[src/rtl/mem_access_stage.sv]
`timescale 1ns/1ps
// mem_access_stage: memory stage of the pipelined LEGv8 datapath.
// Holds the EX/MEM pipeline register, resolves branches, drives a req/ack
// data-memory port with variable latency and produces the MEM/WB register.
// An access that waits more than ACK_TIMEOUT cycles for dm_ack parks the
// stage in a sticky error state that only reset clears.
// Optional build macro MISALIGN_TRAP_EN: memory operations whose address is
// not 8-byte aligned are trapped locally instead of reaching memory, and
// the extra output misalign_err flags them.
module mem_access_stage #(
   parameter int N           = 64,
   parameter int ACK_TIMEOUT = 15
) (
   input  logic         clk,
   input  logic         reset,
   input  logic         valid_E,
   input  logic         Branch_E,
   input  logic         memRead_E,
   input  logic         memWrite_E,
   input  logic         regWrite_E,
   input  logic         memtoReg_E,
   input  logic [4:0]   rd_E,
   input  logic [N-1:0] aluResult_E,
   input  logic [N-1:0] writeData_E,
   input  logic         zero_E,
   input  logic [N-1:0] PCBranch_E,
   output logic         stall_M,
   output logic         PCSrc_M,
   output logic [N-1:0] PCBranch_M,
   output logic         dm_req,
   output logic         dm_we,
   output logic [N-1:0] dm_addr,
   output logic [N-1:0] dm_wdata,
   input  logic         dm_ack,
   input  logic [N-1:0] dm_rdata,
   output logic         valid_W,
   output logic         regWrite_W,
   output logic         memtoReg_W,
   output logic [4:0]   rd_W,
   output logic [N-1:0] aluResult_W,
   output logic [N-1:0] readData_W,
`ifdef MISALIGN_TRAP_EN
   output logic         misalign_err,
`endif
   output logic         bus_err
);

   typedef enum logic [1:0] {
      ST_IDLE,
      ST_WAIT,
      ST_ERR
   } state_t;

   localparam logic [7:0] TIMEOUT_CNT = 8'(ACK_TIMEOUT);

   state_t       state;
   logic [7:0]   wait_cnt;

   logic         valid_M;
   logic         Branch_M;
   logic         memRead_M;
   logic         memWrite_M;
   logic         regWrite_M;
   logic         memtoReg_M;
   logic [4:0]   rd_M;
   logic [N-1:0] aluResult_M;
   logic [N-1:0] writeData_M;
   logic         zero_M;

   logic         memop_M;
   logic         misalign_M;
   logic         mem_access;
   logic         in_err;

   assign memop_M = valid_M & (memRead_M | memWrite_M);

`ifdef MISALIGN_TRAP_EN
   assign misalign_M   = memop_M & (aluResult_M[2:0] != 3'b000);
   assign misalign_err = misalign_M;
`else
   assign misalign_M   = 1'b0;
`endif

   // A trapped access never reaches memory; everything else that is a real
   // load or store goes out on the port unless the stage is parked in error.
   assign mem_access = memop_M & ~misalign_M;
   assign in_err     = (state == ST_ERR);

   assign dm_req   = mem_access & ~in_err;
   assign dm_we    = memWrite_M;
   assign dm_addr  = aluResult_M;
   assign dm_wdata = writeData_M;

   // Upstream is held while an access waits for its ack, and forever once
   // the error state is reached. An ack in the issue cycle means no stall.
   assign stall_M = in_err | (mem_access & ~dm_ack);

   assign PCSrc_M = valid_M & Branch_M & zero_M;

   // EX/MEM pipeline register: capture execute results unless stalled.
   always_ff @(posedge clk) begin
      if (reset) begin
         valid_M     <= 1'b0;
         Branch_M    <= 1'b0;
         memRead_M   <= 1'b0;
         memWrite_M  <= 1'b0;
         regWrite_M  <= 1'b0;
         memtoReg_M  <= 1'b0;
         rd_M        <= '0;
         aluResult_M <= '0;
         writeData_M <= '0;
         zero_M      <= 1'b0;
         PCBranch_M  <= '0;
      end else if (!stall_M) begin
         valid_M     <= valid_E;
         Branch_M    <= Branch_E;
         memRead_M   <= memRead_E;
         memWrite_M  <= memWrite_E;
         regWrite_M  <= regWrite_E;
         memtoReg_M  <= memtoReg_E;
         rd_M        <= rd_E;
         aluResult_M <= aluResult_E;
         writeData_M <= writeData_E;
         zero_M      <= zero_E;
         PCBranch_M  <= PCBranch_E;
      end
   end

   // Access tracker: counts cycles spent waiting for dm_ack and latches the
   // sticky bus error when the wait exceeds the timeout; an ack on the
   // timeout cycle itself still completes the access.
   always_ff @(posedge clk) begin
      if (reset) begin
         state    <= ST_IDLE;
         wait_cnt <= '0;
         bus_err  <= 1'b0;
      end else begin
         unique case (state)
            ST_IDLE: begin
               if (dm_req && !dm_ack) begin
                  state    <= ST_WAIT;
                  wait_cnt <= 8'd1;
               end
            end
            ST_WAIT: begin
               if (dm_ack) begin
                  state    <= ST_IDLE;
                  wait_cnt <= '0;
               end else if (wait_cnt == TIMEOUT_CNT) begin
                  state   <= ST_ERR;
                  bus_err <= 1'b1;
               end else begin
                  wait_cnt <= wait_cnt + 8'd1;
               end
            end
            ST_ERR: begin
               bus_err <= 1'b1;
            end
            default: begin
               state    <= ST_IDLE;
               wait_cnt <= '0;
            end
         endcase
      end
   end

   // MEM/WB pipeline register: retire the instruction in M, or insert a
   // bubble (controls cleared, data held) while the stage is stalled.
   always_ff @(posedge clk) begin
      if (reset) begin
         valid_W     <= 1'b0;
         regWrite_W  <= 1'b0;
         memtoReg_W  <= 1'b0;
         rd_W        <= '0;
         aluResult_W <= '0;
         readData_W  <= '0;
      end else if (stall_M) begin
         valid_W    <= 1'b0;
         regWrite_W <= 1'b0;
         memtoReg_W <= 1'b0;
      end else begin
         valid_W     <= valid_M;
         regWrite_W  <= valid_M & regWrite_M & ~misalign_M;
         memtoReg_W  <= memtoReg_M;
         rd_W        <= rd_M;
         aluResult_W <= aluResult_M;
         readData_W  <= (memRead_M && dm_ack && !misalign_M) ? dm_rdata : '0;
      end
   end

endmodule

[config.mk]
export PLATFORM = sky130hd
export DESIGN_NAME = mem_access_stage
export DESIGN_NICKNAME = d
export VERILOG_FILES = /design/src/rtl/mem_access_stage.sv
export SDC_FILE = /design/constraint.sdc
export NUM_CORES = 1
export LEC_CHECK = 0
export CAP_MARGIN = 30
export CORE_AREA = 2 2 235 237
export CTS_CLUSTER_DIAMETER = 200
export DETAILED_ROUTE_END_ITERATION = 16
export DIE_AREA = 0 0 237 239
export GPL_TIMING_DRIVEN = 0
export PLACE_DENSITY = 0.58
export SLEW_MARGIN = 0
export SYNTH_ARGS = -nofsm -noshare
export SYNTH_HDL_FRONTEND = slang
export SYNTH_SLANG_ARGS = --single-unit
[constraint.sdc]
create_clock -name clk -period 1.86 [get_ports clk]
set_input_delay 0.186 -clock clk [delete_from_list [all_inputs] [get_ports clk]]
set_output_delay 0.186 -clock clk [all_outputs]
set_load 0.01 [all_outputs]
==> flow_summary.ini <==
[run_status]
status = completed

[floorplan]
placement_rows = 86
die-width_um = 237
die-area_um2 = 56600
initial_utilization = 0.220
num_io_pins = 604
fp.dieH_um = 239
placeableCoreArea_um2 = 54300

[sta]
final_period_minus_worst_setup_slack_ns = 1.81
timing_hold_violations_final = 0
unrepaired_setup_endpoints_after_global_routing = yes
setup_viol = 0
max_slew.worst_pin.slew_ns = 0.618
tcrit_tclk_final = 0.976
finalHoldWorstSlack_ns = 0.177
finalMaxSlewViolations = 0
slew_headroom = 0.588
skew_ns = 0.00857
clock.fmax_ghz = 0.551

[routing]
drc_violations_left = 0
vias = 12200
first_iter_violations = 481
firstDrtPassIters = 5
avgRoutedWirePerCell_um = 18.1
aggregate_routed_wire_length_mm = 50.6
drt-vias-per-instance = 4.38
ant_nets = 0

[synth]
post_synth_instance_area_um2 = 11900
synth_fa_ha_area_frac = 0.00105
synth_area_in_compound_gates = 0.182
synth.area.mux_share = 0
post_synth.cell_area_avg_um2 = 8.51
synthDistinctLibCells = 37
synthesis.yosys.warnings = 0
synth-seq-cells = 351
synth_top_cell_by_area = dfxtp_1
yosysTopAreaCellShare = 0.589
synth_xor_xnor_area_share = 0
synthCells = 1402
synth_simple_gate_area_share = 0.185
postSynthNetCount = 1674
synth.top_cells.by_area = dfxtp_1 (59%), nand2_1 (17%), a21oi_1 (12%), a22o_1 (4.7%), clkbuf_1 (1.8%)
combinational_family_with_the_most_area_after_synthesis = simple AND/OR/NAND/NOR gates
ys_seq_area_frac = 0.589

[final_layout]
mostFrequentLayoutCell = clkdlybuf4s50_1
final_layout_size_suffix_gt1_frac = 0.0829
layout-area-overhead-vs-synth_pct = 71.5
mostFrequentLayoutCells = clkdlybuf4s50_1 (597), nand2_1 (553), dfxtp_1 (346)
layout.nets = 2330

[global_route]
grt_max_degree = 13
grt_pass1_wl_mm = 73.2
grt_remaining_overflow = 0
gr-usage-all-layers = 0.169
antenna_found_initial = 4
via_count_of_the_first_global_routing_pass = 12100

[clocking]
cts_hold_repair.buffers = 0
clock-sinks = 351
worst_setup_hold_path_clk_slew_ns = 0.06
cts-htree-levels = 2
clockRootBuffer = clkbuf_16
cts_buffer_depth = 3
worst_skew_pair.late_latency_ns = 0.55
cts-buffers-inserted = 43
tritoncts = yes

[setup_path]
reg2reg_launch_point = memRead_M
ff2ff_setup_slack_ns = 0.05
crit_type = flop to flop
endpoint = dm_addr[5]
worst_ep_required_time_ns = 2.33
ff2ff_path_depth = 7
critical_path.reg2reg.endpoint = dm_addr[5]
critical_path.startpoint_type = flop
startpoint = memRead_M
worst-path-max-fanout = 10
critical_path_arrival_ns = 2.29
crit_path_end_kind = flop

[run]
cap_viol_max_count = 0

[pwr]
p_leak_nw = 8.05
pwr_total_mw = 19.0
vdd.ir_drop.worst_mv = 0.614
power_per_cell_area_nw_per_um2 = 931

[hold_path]
hold_start = PCBranch_E[2]
holdCritPathClass = input port to flop

[placement]
detailed_place_hpwl_mm = 39.4
globalplace.congestion = 0.853
portBuffers = 603
==> per-layer routing <==
layer	routed length [µm]	part of all wire	GRT usage	vias to the layer above
met5	13	0.00026	0	-
met3	3710	0.073	0.0521	115
met1	20400	0.40	0.193	5707
met2	24500	0.48	0.288	436
li1	-	-	-	5973
met4	1950	0.039	0.0771	2
==> per-stage QoR <==
step,TNS [ns],cell area [µm²],utilization,std cells,setup slack [ns]
after floorplan,0,11900,-,1402,0.280
after global placement,-223.87,18800,0.347,2709,-0.910
after detailed placement,-186.76,18900,0.347,2711,-0.778
after CTS,-0.188,20400,0.375,2789,-0.105
after global routing,-0.558,20500,0.377,2793,-0.0690
final,0,20500,0.377,2793,0.0453
==> report_power, final <==
part,total (mW),switching [mW],internal [mW]
clock,8.25,3.25,4.99
combinational,2.59,1.16,1.43
sequential,8.20,0.265,7.94
==> kinds of logic after synthesis <==
kind of cell | count (synthesis)
simple gates | 574
compound gates | 367
flops | 351
buf+inv | 109
fa+ha+maj | 1
==> what timing repair did <==
item / CTS / global route
pin swaps: 1 / 1
cloned: 0 / 0
endpoints found under the setup margin: 344 / 259
buffers inserted: 4 / 2
gates resized for setup: 43 / 48
==> flip-flops by register name, indices dropped and copies added (netlist names) <==
name and count:
Branch_M 1, PCBranch_M 64, aluResult_W 64, bus_err 1
dm_addr 64, dm_wdata 64, dm_we 1, memRead_M 1
memtoReg_M 1, memtoReg_W 1, rd_M 5, rd_W 5
readData_W 64, regWrite_M 1, regWrite_W 1, state 2
valid_M 1, valid_W 1, wait_cnt 8, zero_M 1
==> worst max-delay path, stage by stage (launching register included) <==
cell,delay [ns]
dfxtp_4,0.36
o21ai_2,0.15
o21a_1,0.15
buf_6,0.15
buf_2,0.34
buf_2,0.32
nand2_1,0.14
a21oi_1,0.13
==> worst min path at each step <==
stage               slack (ns)  depth (start not counted)              to
floorplan                 0.31                          1  readData_W[10]
global placement          0.44                          2         rd_W[4]
detailed placement        0.45                          1      regWrite_W
CTS                       0.13                          3   PCBranch_M[2]
global route              0.16                          3    dm_wdata[25]
finish                    0.18                          3   PCBranch_M[2]
==> Yosys cell counts <==
cell and number:
and4_1 1, a211o_1 2, dfxtp_1 351, o21ba_2 1, o21ai_0 1, o31a_1 1, or3b_2 1, nand2_1 553
or4_1 1, buf_1 4, o21a_1 4, o221a_2 1, a32oi_1 1, clkbuf_1 56, a211oi_1 2, a2111o_1 6
o21ai_2 1, a22o_1 64, a21oi_1 277, and3_1 3, and2_1 1, nand3_1 3, buf_6 6, buf_4 2
nand4_1 1, ha_1 1, nor3_1 2, inv_1 2, o2111ai_1 4, buf_2 38, nand2b_1 1, o21ai_1 2
inv_2 1, or2_2 1, nor2_1 4, nor2b_1 1, nor3_4 1
==> final cells by class <==
class	count	area [µm²]
antenna	2	5.00
sequential	351	7040
buffer	106	577
tap	704	881
timing repair buffer	611	6110
clock buffer	61	1270
inverter	3	16.3
clock inverter	13	129
multi-input combinational	942	4430
fill	5531	33900
No activity file was read; power rests on OpenSTA's default activity.
